==> src/rtl/booth_pkg.sv <==
// booth_pkg: shared types and helpers for the sequential Booth multiplier.
//   booth_state_t - controller states
//   cnt_width()   - width of the iteration counter for a given operand width
package booth_pkg;

    typedef enum logic [2:0] {
        IDLE,
        LOAD_Q,
        RUN,
        OUT_HI,
        OUT_LO
    } booth_state_t;

    // The counter is loaded with w+1, so it must be able to hold that value.
    function automatic int unsigned cnt_width(input int unsigned w);
        return $clog2(w + 2);
    endfunction

endpackage

==> src/rtl/booth_mul_seq_if.sv <==
// booth_mul_seq_if: operand load bus and back-pressured result bus.
//   enable, signed_mode, inbus : controller -> multiplier (one operand beat per enable)
//   ready                      : multiplier idle, next beat is the multiplicand
//   done                       : one-cycle pulse when the product becomes available
//   out_valid, outbus          : product beats, high half first
//   out_ready                  : consumer accepts the current product beat
// Modports: master = controller/consumer side, slave = multiplier side.
interface booth_mul_seq_if #(
    parameter int unsigned W = 8
);
    logic         enable;
    logic         signed_mode;
    logic [W-1:0] inbus;
    logic         ready;
    logic         done;
    logic         out_valid;
    logic         out_ready;
    logic [W-1:0] outbus;

    modport master (
        output enable,
        output signed_mode,
        output inbus,
        output out_ready,
        input  ready,
        input  done,
        input  out_valid,
        input  outbus
    );

    modport slave (
        input  enable,
        input  signed_mode,
        input  inbus,
        input  out_ready,
        output ready,
        output done,
        output out_valid,
        output outbus
    );
endinterface

==> src/rtl/booth_step.sv <==
// booth_step: one combinational radix-2 Booth iteration.
//   a, q, qm1  : current accumulator (W+2), multiplier (W+1) and the bit shifted out last
//   m          : multiplicand extended to W+2 bits
//   a_nxt, q_nxt, qm1_nxt : state after the add/sub and arithmetic right shift of {A,Q,q-1}
module booth_step #(
    parameter int unsigned W = 8
) (
    input  logic [W+1:0] a,
    input  logic [W:0]   q,
    input  logic         qm1,
    input  logic [W+1:0] m,
    output logic [W+1:0] a_nxt,
    output logic [W:0]   q_nxt,
    output logic         qm1_nxt
);
    logic [W+1:0] sum;

    always_comb begin
        sum = a;
        unique case ({q[0], qm1})
            2'b01:   sum = a + m;
            2'b10:   sum = a - m;
            default: sum = a;
        endcase
    end

    // Arithmetic shift: sign of the new accumulator is replicated into the top.
    assign a_nxt   = {sum[W+1], sum[W+1:1]};
    assign q_nxt   = {sum[0], q[W:1]};
    assign qm1_nxt = q[0];
endmodule

==> src/rtl/booth_mul_seq.sv <==
// booth_mul_seq: sequential radix-2 Booth multiplier, signed or unsigned per operation.
//   clk, rst : rising-edge clock, asynchronous active-high reset
//   bus      : booth_mul_seq_if slave port
//              load M then Q over inbus with enable; W+1 iterations; product read out as
//              two W-bit beats (high half first) under out_valid/out_ready.
module booth_mul_seq
    import booth_pkg::*;
#(
    parameter int unsigned W = 8
) (
    input  logic              clk,
    input  logic              rst,
    booth_mul_seq_if.slave    bus
);
    localparam int unsigned CntW = cnt_width(W);

    booth_state_t state_q, state_d;

    logic [W-1:0]  m_q;
    logic          mode_q;
    logic [W:0]    q_q;
    logic [W+1:0]  a_q;
    logic          qm1_q;
    logic [CntW-1:0] cnt_q;
    logic          done_q;

    logic [W+1:0]  m_ext;
    logic [W:0]    q_ext;
    logic [W+1:0]  a_nxt;
    logic [W:0]    q_nxt;
    logic          qm1_nxt;
    logic [2*W-1:0] prod;
    logic          last_iter;

    // Operands are widened by one bit so unsigned values stay positive in the signed
    // Booth recoding; this also makes the most-negative signed operand safe.
    assign m_ext = {{2{mode_q & m_q[W-1]}}, m_q};
    assign q_ext = {mode_q & bus.inbus[W-1], bus.inbus};

    // Low 2W bits of {A,Q}: Q supplies W+1 bits, A the remaining W-1.
    assign prod = {a_q[W-2:0], q_q};

    assign last_iter = (state_q == RUN) && (cnt_q == CntW'(1));

    booth_step #(
        .W (W)
    ) u_step (
        .a       (a_q),
        .q       (q_q),
        .qm1     (qm1_q),
        .m       (m_ext),
        .a_nxt   (a_nxt),
        .q_nxt   (q_nxt),
        .qm1_nxt (qm1_nxt)
    );

    // State register.
    always_ff @(posedge clk or posedge rst) begin
        if (rst) begin
            state_q <= IDLE;
        end else begin
            state_q <= state_d;
        end
    end

    // Next-state logic.
    always_comb begin
        state_d = state_q;
        unique case (state_q)
            IDLE:    if (bus.enable) state_d = LOAD_Q;
            LOAD_Q:  if (bus.enable) state_d = RUN;
            RUN:     if (last_iter) state_d = OUT_HI;
            OUT_HI:  if (bus.out_ready) state_d = OUT_LO;
            OUT_LO:  if (bus.out_ready) state_d = IDLE;
            default: state_d = IDLE;
        endcase
    end

    // Outputs: decoded from registered state and registered datapath only.
    always_comb begin
        bus.ready     = 1'b0;
        bus.out_valid = 1'b0;
        bus.outbus    = '0;
        bus.done      = done_q;
        unique case (state_q)
            IDLE: begin
                bus.ready = 1'b1;
            end
            OUT_HI: begin
                bus.out_valid = 1'b1;
                bus.outbus    = prod[2*W-1:W];
            end
            OUT_LO: begin
                bus.out_valid = 1'b1;
                bus.outbus    = prod[W-1:0];
            end
            default: begin
                bus.ready = 1'b0;
            end
        endcase
    end

    // Datapath registers.
    always_ff @(posedge clk or posedge rst) begin
        if (rst) begin
            m_q    <= '0;
            mode_q <= 1'b0;
            q_q    <= '0;
            a_q    <= '0;
            qm1_q  <= 1'b0;
            cnt_q  <= '0;
            done_q <= 1'b0;
        end else begin
            // Pulse coincides with the first OUT_HI cycle.
            done_q <= last_iter;
            unique case (state_q)
                IDLE: begin
                    if (bus.enable) begin
                        m_q    <= bus.inbus;
                        mode_q <= bus.signed_mode;
                    end
                end
                LOAD_Q: begin
                    if (bus.enable) begin
                        q_q   <= q_ext;
                        a_q   <= '0;
                        qm1_q <= 1'b0;
                        cnt_q <= CntW'(W + 1);
                    end
                end
                RUN: begin
                    a_q   <= a_nxt;
                    q_q   <= q_nxt;
                    qm1_q <= qm1_nxt;
                    cnt_q <= cnt_q - CntW'(1);
                end
                default: begin
                    cnt_q <= cnt_q;
                end
            endcase
        end
    end
endmodule

==> src/flat_wrapper.sv <==
// flat-port wrapper written by rule: the top's interface ports become plain ports
module booth_mul_seq_flat import booth_pkg::*;
#(
    parameter int unsigned W = 8
)
  (clk, rst, bus_enable, bus_signed_mode, bus_inbus, bus_out_ready, bus_ready, bus_done, bus_out_valid, bus_outbus);
  booth_mul_seq_if #(.W(W)) bus_i ();
  input  logic clk;
  input  logic rst;
  input wire logic [$bits(bus_i.enable)-1:0] bus_enable;
  input wire logic [$bits(bus_i.signed_mode)-1:0] bus_signed_mode;
  input wire logic [$bits(bus_i.inbus)-1:0] bus_inbus;
  input wire logic [$bits(bus_i.out_ready)-1:0] bus_out_ready;
  output wire logic [$bits(bus_i.ready)-1:0] bus_ready;
  output wire logic [$bits(bus_i.done)-1:0] bus_done;
  output wire logic [$bits(bus_i.out_valid)-1:0] bus_out_valid;
  output wire logic [$bits(bus_i.outbus)-1:0] bus_outbus;
  assign bus_i.enable = bus_enable;
  assign bus_i.signed_mode = bus_signed_mode;
  assign bus_i.inbus = bus_inbus;
  assign bus_i.out_ready = bus_out_ready;
  assign bus_ready = bus_i.ready;
  assign bus_done = bus_i.done;
  assign bus_out_valid = bus_i.out_valid;
  assign bus_outbus = bus_i.outbus;
  booth_mul_seq #(.W(W)) u_core (.clk(clk), .rst(rst), .bus(bus_i));
endmodule
==> config.mk <==
export PLATFORM = sky130hd
export DESIGN_NAME = booth_mul_seq_flat
export DESIGN_NICKNAME = d
export VERILOG_FILES = /design/src/rtl/booth_pkg.sv /design/src/rtl/booth_mul_seq_if.sv /design/src/rtl/booth_step.sv /design/src/rtl/booth_mul_seq.sv /design/src/flat_wrapper.sv
export SDC_FILE = /design/constraint.sdc
export NUM_CORES = 1
export LEC_CHECK = 0
export ABC_AREA = 1
export CAP_MARGIN = 20
export CORE_MARGIN = 8
export CORE_UTILIZATION = 49
export DETAILED_ROUTE_END_ITERATION = 10
export PLACE_DENSITY = 0.67
export SYNTH_ARGS = -nofsm -noshare
export SYNTH_HDL_FRONTEND = slang
export SYNTH_SLANG_ARGS = --single-unit
==> constraint.sdc <==
create_clock -name clk -period 3 [get_ports clk]
set_input_delay 0.3 -clock clk [delete_from_list [all_inputs] [get_ports clk]]
set_output_delay 0.3 -clock clk [all_outputs]
set_load 0.05 [all_outputs]
Word level (Yosys, flattened, before mapping)
Cells that the tools add are included.

Bits in registers: 37. Input bits: 13.

Add/subtract/negate cells: 3. Equality and inequality tests: 12. Mux-type cells: 18. Bitwise gates (word level): 2. Reductions and logical operators: 7.

Operators with widths (number): case mux 10 bit (2 select lines) (2); case mux 9 bit (2 select lines) (1); case mux 8 bit (2 select lines) (1); 2-to-1 mux 3 bit (5); case mux 3 bit (5 select lines) (1); adder 10 bit (1); 2-to-1 mux 10 bit (1); subtractor 10 bit (1); 2-to-1 mux 9 bit (1); inequality test 2 bit, second input constant (4); case mux 4 bit (2 select lines) (1); == test 3 x 2 -> 1 bit, second input constant (2); AND reduction 5 bit (1); == test 4 x 1 -> 1 bit, second input constant (1); 2-to-1 mux 4 bit (1); AND reduction 2 bit (2); subtractor 4 x 1 -> 4 bit, second input constant (1); == test 3 x 1 -> 1 bit, second input constant (1); == test 3 bit, second input constant (1); zero test 3 bit (1); 2-to-1 mux 1 bit (3); bitwise AND 1 bit (2); == test 2 x 1 -> 1 bit, second input constant (1); == test 2 bit, second input constant (1); 5 further kinds (5).

Logic depth before layout (Yosys ltp)
Gate-level depths: netlist (run 1).

Depth in word-level cells: 4. Gate-level depth with buffers: 17. Gate-level depth less buffers: 17.

Modules after synthesis
A second synthesis (run 1) with hierarchy kept.

Cell total of the unflattened synthesis: 379. Area total of the unflattened synthesis: 2672.6 um^2.

Modules (own cells, without submodules): booth_mul_seq (instances 1, cells an instance 223, area an instance 1774.2 um^2); booth_step (instances 1, cells an instance 156, area an instance 898.4 um^2).

Worst setup path before layout (run 1)
No wires, ideal clock.

Path type: register to register. Start: reg u_core.m_q[0]. End: reg u_core.a_q[8]. Library setup time: 0.117 ns. Arrival time: 2.080 ns. Data required time: 2.883 ns. Path slack: 0.802 ns. Stages on the path, launching flop included: 17. Path buffers: 0. Path through: dfrtp_1 -> inv_1 -> ha_1 -> nand3_1 -> nor2_1 -> nand2_1 -> nand2_1 -> xor2_1 -> inv_1 -> ha_1 -> a21o_1 -> a21boi_0 -> nand3_1 -> inv_1 -> nand3_1 -> nand3_1 -> nand2_1.

Word-level cells in the longest chain between the ends: 3. Elaborated cells between the ends (all ways): 4. Classes of those cells: 2 x add/sub; 2 x mux.

Ends and longest elaborated chain: start: declaration (line booth_mul_seq.sv:19) `logic [W-1:0] m_q;`; start signal: assignment (line booth_mul_seq.sv:119) `m_q <= bus.inbus;`; subtractor 10 bit or adder 10 bit (tied branches) (line booth_step.sv:22, booth_step.sv:21); case mux 10 bit (2 select lines) * (line booth_step.sv:20) `unique case ({q[0], qm1})`; case mux 10 bit (2 select lines) * (line booth_mul_seq.sv:116) `unique case (state_q)`; end signal: assignment (line booth_mul_seq.sv:132) `a_q <= a_nxt;`; end: declaration (line booth_mul_seq.sv:22) `logic [W+1:0] a_q;`.

Mark *: on every way between the ends. The rest lies on a longest branch, timed or not. A chain may end at the register's enable or synchronous reset.

Worst setup path in the final report (run 1)
Same ends and word-level chain as after synthesis.

==> impl_metrics.tcl, run 1 <==
set metrics [dict create \
    drcViolationCount 0 \
    final_layout_size_suffix_gt1_share_pct 10.1 \
    synth_cells 299 \
    antenna_found_initial 0 \
    critPathSlowestCell "dfrtp_1" \
    crit_path_end "u_core.a_q[8]$_DFFE_PP0P_" \
    outcome "finished clean" \
    first_pass_iters 4 \
    synth_flop_cell "dfrtp_1" \
    numCtsBuffers 5 \
    start_util_pct 50.9 \
    path_common_cell "nand3_1" \
    cp_num_buf_inv 3 \
    ys_warn_count 0 \
    synth_largest_area_cell "dfrtp_1" \
    critical_path.max_stage_delay_ps 420 \
    die_x_um 86.1 \
    cts_buffer_depth 2 \
    synth-async-reset-ratio_pct 100 \
    cp.arrival_ps 2680 \
    antenna_cells 0 \
    regToRegSetupSlack_ps 520 \
    htree_levels 2 \
    cp_data_required_time_ps 3190 \
    slew_viol_final 0 \
    cp-start-kind "register" \
    vias 2048 \
    skew_ps 5.77 \
    clkSlewWorstSetupHoldPaths_ps 80 \
    seq_area_um2 901 \
    die_h_um 86.1 \
    synth.area.top_cells "dfrtp_1, inv_1, nand2_1" \
    vias_per_cell 5.21 \
    post-route-util_pct 58.3 \
    io_buffer_count 23 \
    synth-seq-cells 36 \
    path_cells "inv_1 -> ha_1 -> nand3_1 -> nor2_1 -> nand2_1 -> nand2_1 -> xor2_1 -> inv_1 -> ha_1 -> a21o_1 -> a21boi_0 -> nand3_1 -> inv_1 -> nand3_1 -> nand3_1 -> nand2_1" \
    layout.nets 352 \
    coreArea_um2 4720 \
    post_drt_wl_per_cell_um 14.4 \
    max_freq_mhz 403 \
    wl_mm 5.65 \
    hp-class "input pin to asynchronous set/reset pin" \
    synth_seq_area_share_pct 37.5 \
    die-area_um2 7410 \
    post_cts_buffers 0 \
    grt_max_degree 31 \
    rsz0062_at_grt "no" \
    clock_sinks 36 \
    drv_cap 0 \
    synth_top_area_share_pct 37.5 \
    crit_start "u_core.m_q[0]$_DFFE_PP0P_" \
    reg2reg_from "u_core.m_q[0]$_DFFE_PP0P_" \
    ctsHoldBuffers 0 \
    worstMarginPinSlew_ps 573 \
    grt_pass1_vias 1948 \
    worstReg2RegEnd "u_core.a_q[8]$_DFFE_PP0P_" \
    synth.top_cells.by_count "inv_1, nand2_1, dfrtp_1" \
    gr-total-overflow 0 \
    finalHoldViolCount 0 \
    fin_crit_sh_pct 82.8 \
    multi_input_area_um2 1220 \
    syn_area_um2 2400 \
    ys_types 40 \
    synth_edf_count 0 \
    clockRootBuffer "clkbuf_8" \
    ctsResizeCount 0 \
    nFillCells 442 \
    path_max_fanout 4 \
    reg2reg_depth 16 \
    areaGrowthSynthToFinish_pct 14.5 \
    synth_nets 326 \
    criticalPathCategory "register to register" \
    grt_pass1_wl_mm 9.41 \
    ant_nets 0 \
    cts_tree "yes" \
    finalCriticalPeriod_ps 2480 \
    syn_avg_cell_area_um2 8.04 \
    cp_num_cells 16 \
    gp_congestion 0.936 \
    hpwl_mm 4.39 \
    track_usage_pct 16.3 \
    ios 24 \
    crit_family "simple AND/OR/NAND/NOR gates" \
    relSlewSlack_pct 61.7 \
    worstSkewPairLatency_ps 300 \
    tns_ps 0 \
    drt-initial-drc-count 65 \
    cp-end-kind "register" \
    setup_viol 0 \
    row_count 25 \
]
kinds of logic after synthesis:
| kind of cell | Yosys count | synth area share (%) |
|---|---|---|
| flip-flops | 36 | 37.5 |
| adder cells (fa/ha/maj) | 14 | 7.60 |
| AND/OR/NAND/NOR | 104 | 19.9 |
| XOR/XNOR | 8 | 2.91 |
| AO/OA/AOI/OAI | 73 | 19.8 |
| buffers and inverters | 63 | 11.8 |
| multiplexers | 1 | 0.468 |
per-layer routing:
| layer | vias up | GRT usage, % | wire, um |
|---|---|---|---|
| met5 | - | 0 | 0 |
| met4 | 0 | 4.94 | 86 |
| met3 | 8 | 4.11 | 236 |
| met2 | 43 | 25.8 | 2630 |
| met1 | 950 | 21.2 | 2700 |
| li1 | 1047 | - | - |
metrics by stage:
step / setup WS, ps / hold WS (ps) / area [um^2] / cells
floorplan: 802 / 411 / 2400 / 299
global placement: 560 / 497 / 2670 / 385
detailed placement: 539 / 502 / 2670 / 385
CTS: 525 / 359 / 2750 / 393
global route: 168 / 402 / 2750 / 393
finish: 517 / 328 / 2750 / 393
how the worst min path moves through the flow:
stage	from	endpoint	slack (ps)
4_1_cts	rst	u_core.a_q[8]$_DFFE_PP0P_	360
5_1_grt	rst	u_core.state_q[0]$_DFFE_PP0P_	400
3_3_place_gp	u_core.q_q[8]$_DFFE_PP0P_	u_core.q_q[8]$_DFFE_PP0P_	500
3_5_place_dp	u_core.q_q[8]$_DFFE_PP0P_	u_core.q_q[8]$_DFFE_PP0P_	500
6_report	rst	u_core.a_q[8]$_DFFE_PP0P_	330
2_1_floorplan	bus_out_ready	u_core.state_q[2]$_DFFE_PP0P_	410
state kept, by name (all words and copies together), names as in the netlist:
signal and cells:
u_core.mode_q 1, u_core.qm1_q 1, u_core.m_q 8, u_core.cnt_q 4
u_core.state_q 3, u_core.bus.done 1, u_core.q_q 9, u_core.a_q 9
layout by cell type (no fill, tap or decap), types with 2 or more instances in the layout:
master,netlist,routed
a21boi_0,2,2
a21oi_1,15,15
buf_4,1,2
clkbuf_8,0,5
clkdlybuf4s50_1,0,23
clkinv_2,0,2
dfrtp_1,36,36
ha_1,13,13
inv_1,53,53
inv_2,3,3
nand2_1,53,53
nand2_2,4,4
nand2_4,2,2
nand3_1,15,15
nand3_2,2,2
nor2_1,19,19
nor3_1,2,2
nor3_2,2,2
o211ai_1,7,7
o21ai_0,13,13
o21ai_1,6,6
o21bai_1,2,2
o221ai_1,5,5
o22ai_1,14,14
o22ai_2,2,2
or2_2,2,2
xor2_1,7,7
final cells by class:
class	instances	share of cell area, %
clock buffers	5	2.50
clock inverters	3	0.682
inverters	57	7.86
multi-input cells	200	44.3
flip-flops and latches	36	32.7
well taps	67	3.04
repair buffers	25	8.91
Power of run 1 is not shown: default switching activity piles up to over one toggle a cycle in this logic, so the estimate is an artifact.
==> run 2, diff against run 1 <==
--- a/config.mk
+++ b/config.mk
@@ -10,7 +10,7 @@
 export CORE_MARGIN = 8
 export CORE_UTILIZATION = 49
 export DETAILED_ROUTE_END_ITERATION = 10
-export PLACE_DENSITY = 0.67
+export PLACE_DENSITY = 0.7
 export SYNTH_ARGS = -nofsm -noshare
 export SYNTH_HDL_FRONTEND = slang
 export SYNTH_SLANG_ARGS = --single-unit
==> constraint.sdc (replaced) <==
create_clock -name clk -period 2.2 [get_ports clk]
set_input_delay 0.22 -clock clk [delete_from_list [all_inputs] [get_ports clk]]
set_output_delay 0.22 -clock clk [all_outputs]
set_load 0.05 [all_outputs]
==> impl_metrics.tcl, run 2 (synthesized netlist as in run 1, its figures left out) <==
set metrics [dict create \
    final_cell_mix "inv_1, nand2_1, buf_4" \
    nFillCells 370 \
    wl_mm 6.62 \
    grt_max_degree 37 \
    clockRootBuffer "clkbuf_8" \
    drt-initial-drc-count 102 \
    vias 2219 \
    hpwl_mm 4.43 \
    outcome "finished, violations left" \
    max_freq_mhz 440 \
    io_buffer_count 23 \
    clkSlewWorstSetupHoldPaths_ps 80 \
    drcViolationCount 0 \
    clock_sinks 36 \
    grt_pass1_wl_mm 10.1 \
    fin_crit_sh_pct 103 \
    reg2reg_depth 14 \
    fin_ws_ps -70.8 \
    layout.nets 384 \
    die_x_um 86.1 \
    start_util_pct 50.9 \
    violations "setup timing" \
    ant_nets 0 \
    finalHoldViolCount 0 \
    hp-class "input pin to asynchronous set/reset pin" \
    cts_buffer_depth 2 \
    criticalPathCategory "register to register" \
    cp.arrival_ps 2450 \
    rsz0062_at_grt "yes" \
    cp-start-kind "register" \
    htree_levels 2 \
    die_h_um 86.1 \
    cp_data_required_time_ps 2380 \
    placed_area_um2 2830 \
    relSlewSlack_pct 65.6 \
    gp_congestion 0.869 \
    stdcell_area_um2 3230 \
    antenna_cells 0 \
    row_count 25 \
    path_max_fanout 5 \
    die-area_um2 7410 \
    grt_pass1_vias 2151 \
    areaGrowthSynthToFinish_pct 34.2 \
    first_pass_iters 4 \
    numCtsBuffers 5 \
    finalCriticalPeriod_ps 2270 \
    worstMarginPinSlew_ps 514 \
    place_ws_ps -211 \
    skew_ps 7.03 \
    drv_cap 0 \
    antenna_found_initial 0 \
    post_drt_wl_per_cell_um 15.6 \
    track_usage_pct 17.3 \
    coreArea_um2 4720 \
    worstSkewPairLatency_ps 290 \
    gr-total-overflow 0 \
    cts_tree "yes" \
    setup_viol 2 \
    reg.largest.list "u_core.a_q x9, u_core.q_q x9, u_core.m_q x8" \
    slew_viol_final 0 \
    final_layout_size_suffix_gt1_share_pct 32.4 \
    ios 24 \
    vias_per_cell 5.22 \
    cp-end-kind "register" \
]
[run 2: final timing paths]
| kind | from | to | slack, ps |
|---|---|---|---|
| max in group asynchronous | rst | u_core.q_q[7]$_DFFE_PP0P_ | 1530 |
| min in group clk | u_core.q_q[8]$_DFFE_PP0P_ | u_core.q_q[8]$_DFFE_PP0P_ | 530 |
| min reg2reg | u_core.q_q[8]$_DFFE_PP0P_ | u_core.q_q[8]$_DFFE_PP0P_ | 530 |
| max reg2reg | u_core.qm1_q$_DFFE_PP0P_ | u_core.a_q[5]$_DFFE_PP0P_ | -70 |
| min | rst | u_core.cnt_q[3]$_DFFE_PP0P_ | 330 |
| max | u_core.qm1_q$_DFFE_PP0P_ | u_core.a_q[5]$_DFFE_PP0P_ | -70 |
[run 2: area by class of cell]
class	instances	area (um^2)	share of cell area (%)
Sequential cell	36	901	27.9
Clock buffer	7	76.3	2.36
Multi-Input combinational cell	200	1470	45.4
Inverter	57	219	6.78
Timing Repair Buffer	57	473	14.7
Clock inverter	1	8.76	0.271
Tap cell	67	83.8	2.60
[run 2: per-stage QoR]
step	util, %	hold slack (ps)	std cells	TNS [ps]
3_3_place_gp	59.9	498	410	-514
6_report	68.3	326	425	-108
4_1_cts	64.0	352	420	0
5_1_grt	68.3	413	425	-846
3_5_place_dp	59.9	505	410	-641
2_1_floorplan	-	331	299	0
[run 2: critical path, stage by stage, from the launching register on]
cell     delay, ps
dfrtp_1        370
inv_2           80
ha_4           180
inv_4           50
o21ai_2         60
xor2_1         190
inv_1          100
ha_4           280
nand3_4        100
nand3_4        100
a21oi_4        150
xor2_1         200
nand2_1        120
nand2_1        110
o21ai_1         70
[run 2: repair_timing]
item                       CTS  global route
buffers inserted             2             5
pin swaps                   12            27
hold buffers                 0             0
resized for setup           25            37
setup endpoints to repair    7             8
[run 2: routing by layer]
metal / track usage (%) / share of wire (%) / vias to the layer above
met1: 21.3 / 44 / 1047
met5: 0 / 0 / -
li1: - / - / 1106
met3: 3.63 / 4.3 / 11
met4: 5.25 / 1.5 / 0
met2: 29.3 / 50 / 55
Power of run 2 is left out for the same reason.
==> run 3, diff against run 2 <==
--- a/config.mk
+++ b/config.mk
@@ -10,6 +10,7 @@
 export CORE_MARGIN = 8
 export CORE_UTILIZATION = 49
 export DETAILED_ROUTE_END_ITERATION = 10
+export GPL_TIMING_DRIVEN = 0
 export PLACE_DENSITY = 0.7
 export SYNTH_ARGS = -nofsm -noshare
 export SYNTH_HDL_FRONTEND = slang
==> impl_metrics.tcl, run 3 (synthesized netlist as in run 1, its figures left out) <==
set metrics [dict create \
    path_common_cell "nand2_1" \
    criticalPathCategory "register to register" \
    grt_pass1_wl_mm 10.2 \
    io_buffer_count 23 \
    hpwl_mm 4.43 \
    stdcell_area_um2 3040 \
    wl_mm 6.24 \
    track_usage_pct 17.3 \
    drcViolationCount 0 \
    worstSkewPairLatency_ps 300 \
    die_x_um 86.1 \
    start_util_pct 50.9 \
    coreArea_um2 4720 \
    rsz0062_at_grt "yes" \
    die_h_um 86.1 \
    htree_levels 2 \
    cp.arrival_ps 2470 \
    reg2reg_depth 14 \
    cts_tree "yes" \
    place_ws_ps -344 \
    path_max_fanout 4 \
    violations "setup timing" \
    layout.nets 366 \
    outcome "finished, violations left" \
    reg.largest.list "u_core.a_q x9, u_core.q_q x9, u_core.m_q x8" \
    grt_max_degree 37 \
    regToRegSetupSlack_ps -80 \
    ant_nets 0 \
    placed_area_um2 2720 \
    numCtsBuffers 5 \
    die-area_um2 7410 \
    max_freq_mhz 440 \
    worstMarginPinSlew_ps 777 \
    crit_family "simple AND/OR/NAND/NOR gates" \
    final_layout_size_suffix_gt1_share_pct 22.7 \
    skew_ps 10.7 \
    ios 24 \
    first_pass_iters 5 \
    drv_cap 0 \
    post_drt_wl_per_cell_um 15.4 \
    hp-class "input pin to asynchronous set/reset pin" \
    antenna_cells 0 \
    clkSlewWorstSetupHoldPaths_ps 80 \
    path_cells "inv_2 -> ha_4 -> nand3_2 -> nor2_2 -> nand2_1 -> nand2_1 -> xor2_1 -> inv_1 -> ha_4 -> a21o_1 -> o21bai_1 -> or2_0 -> nand3_1 -> nand2_1" \
    vias 2197 \
    clockRootBuffer "clkbuf_8" \
    gr-total-overflow 0 \
    cts_buffer_depth 2 \
    clock_sinks 36 \
    gp_congestion 0.798 \
    finalCriticalPeriod_ps 2280 \
    antenna_found_initial 0 \
    fin_crit_sh_pct 103 \
    worstReg2RegEnd "u_core.a_q[6]$_DFFE_PP0P_" \
    finalHoldViolCount 0 \
    cp_num_buf_inv 2 \
    setup_viol 4 \
    drt-initial-drc-count 112 \
    final_cell_mix "nand2_1, inv_1, dfrtp_1" \
    ctsHoldBuffers 0 \
    cp-end-kind "register" \
    row_count 25 \
    grt_pass1_vias 2173 \
    critPathSlowestCell "dfrtp_1" \
    areaGrowthSynthToFinish_pct 26.6 \
    final_common_cell "nand2_1" \
    relSlewSlack_pct 48.1 \
    cp-start-kind "register" \
    fin_ws_ps -75.1 \
    cp_data_required_time_ps 2400 \
    slew_viol_final 0 \
    reg2reg_from "u_core.m_q[0]$_DFFE_PP0P_" \
    critical_path.max_stage_delay_ps 400 \
    vias_per_cell 5.41 \
]
==> run 3: through the flow <==
stage / util (%) / hold slack, ps / TNS [ps] / std cells
after CTS: 62.3 / 418 / -233 / 402
after detailed placement: 57.6 / 499 / -1470 / 389
after global placement: 57.6 / 493 / -1220 / 389
after floorplan: - / 331 / 0 / 299
after global routing: 64.5 / 463 / -960 / 406
final: 64.5 / 382 / -132 / 406
==> run 3: per-layer routing <==
metal / vias to the layer above / share of wire (%) / GRT usage [%]
met5: - / 0 / 0
met2: 55 / 47 / 28.1
met1: 1058 / 46 / 21.9
met3: 12 / 4.8 / 3.25
li1: 1072 / - / -
met4: 0 / 2.1 / 6.53
==> run 3: worst max-delay path by stage <==
| stage | from | end | slack, ps | cells after the start |
|---|---|---|---|---|
| finish | u_core.m_q[0]$_DFFE_PP0P_ | u_core.a_q[6]$_DFFE_PP0P_ | -80 | 14 |
| global route | u_core.q_q[0]$_DFFE_PP0P_ | u_core.a_q[6]$_DFFE_PP0P_ | -230 | 11 |
| CTS | u_core.m_q[0]$_DFFE_PP0P_ | u_core.a_q[8]$_DFFE_PP0P_ | -110 | 16 |
| detailed placement | u_core.m_q[0]$_DFFE_PP0P_ | u_core.a_q[8]$_DFFE_PP0P_ | -340 | 16 |
| global placement | u_core.m_q[0]$_DFFE_PP0P_ | u_core.a_q[8]$_DFFE_PP0P_ | -300 | 16 |
| floorplan | u_core.m_q[0]$_DFFE_PP0P_ | u_core.a_q[8]$_DFFE_PP0P_ | 2 | 16 |
==> run 3: cell type report <==
| cell class | instances | area (um^2) |
|---|---|---|
| plain buffers | 6 | 67.6 |
| clock buffers | 7 | 96.3 |
| fillers | 414 | 1680 |
| inverters | 57 | 219 |
| multi-input cells | 200 | 1380 |
| flip-flops and latches | 36 | 901 |
| well taps | 67 | 83.8 |
| repair buffers | 33 | 297 |
==> run 3: worst register-to-register path: stages, from the launching register on <==
cell      delay (ps)
dfrtp_1          400
inv_2             90
ha_4             140
nand3_2           80
nor2_2           140
nand2_1           60
nand2_1           80
xor2_1           170
inv_1            100
ha_4             240
a21o_1           180
o21bai_1         170
or2_0            210
nand3_1           80
nand2_1           50
==> run 3: timing repair <==
item,4_1_cts,5_1_grt
buffers inserted,6,4
resized for setup,33,18
endpoints found under the hold margin,0,0
setup endpoints to repair,16,8
cloned,0,0
pin swaps,8,4
Power of run 3 is left out for the same reason.
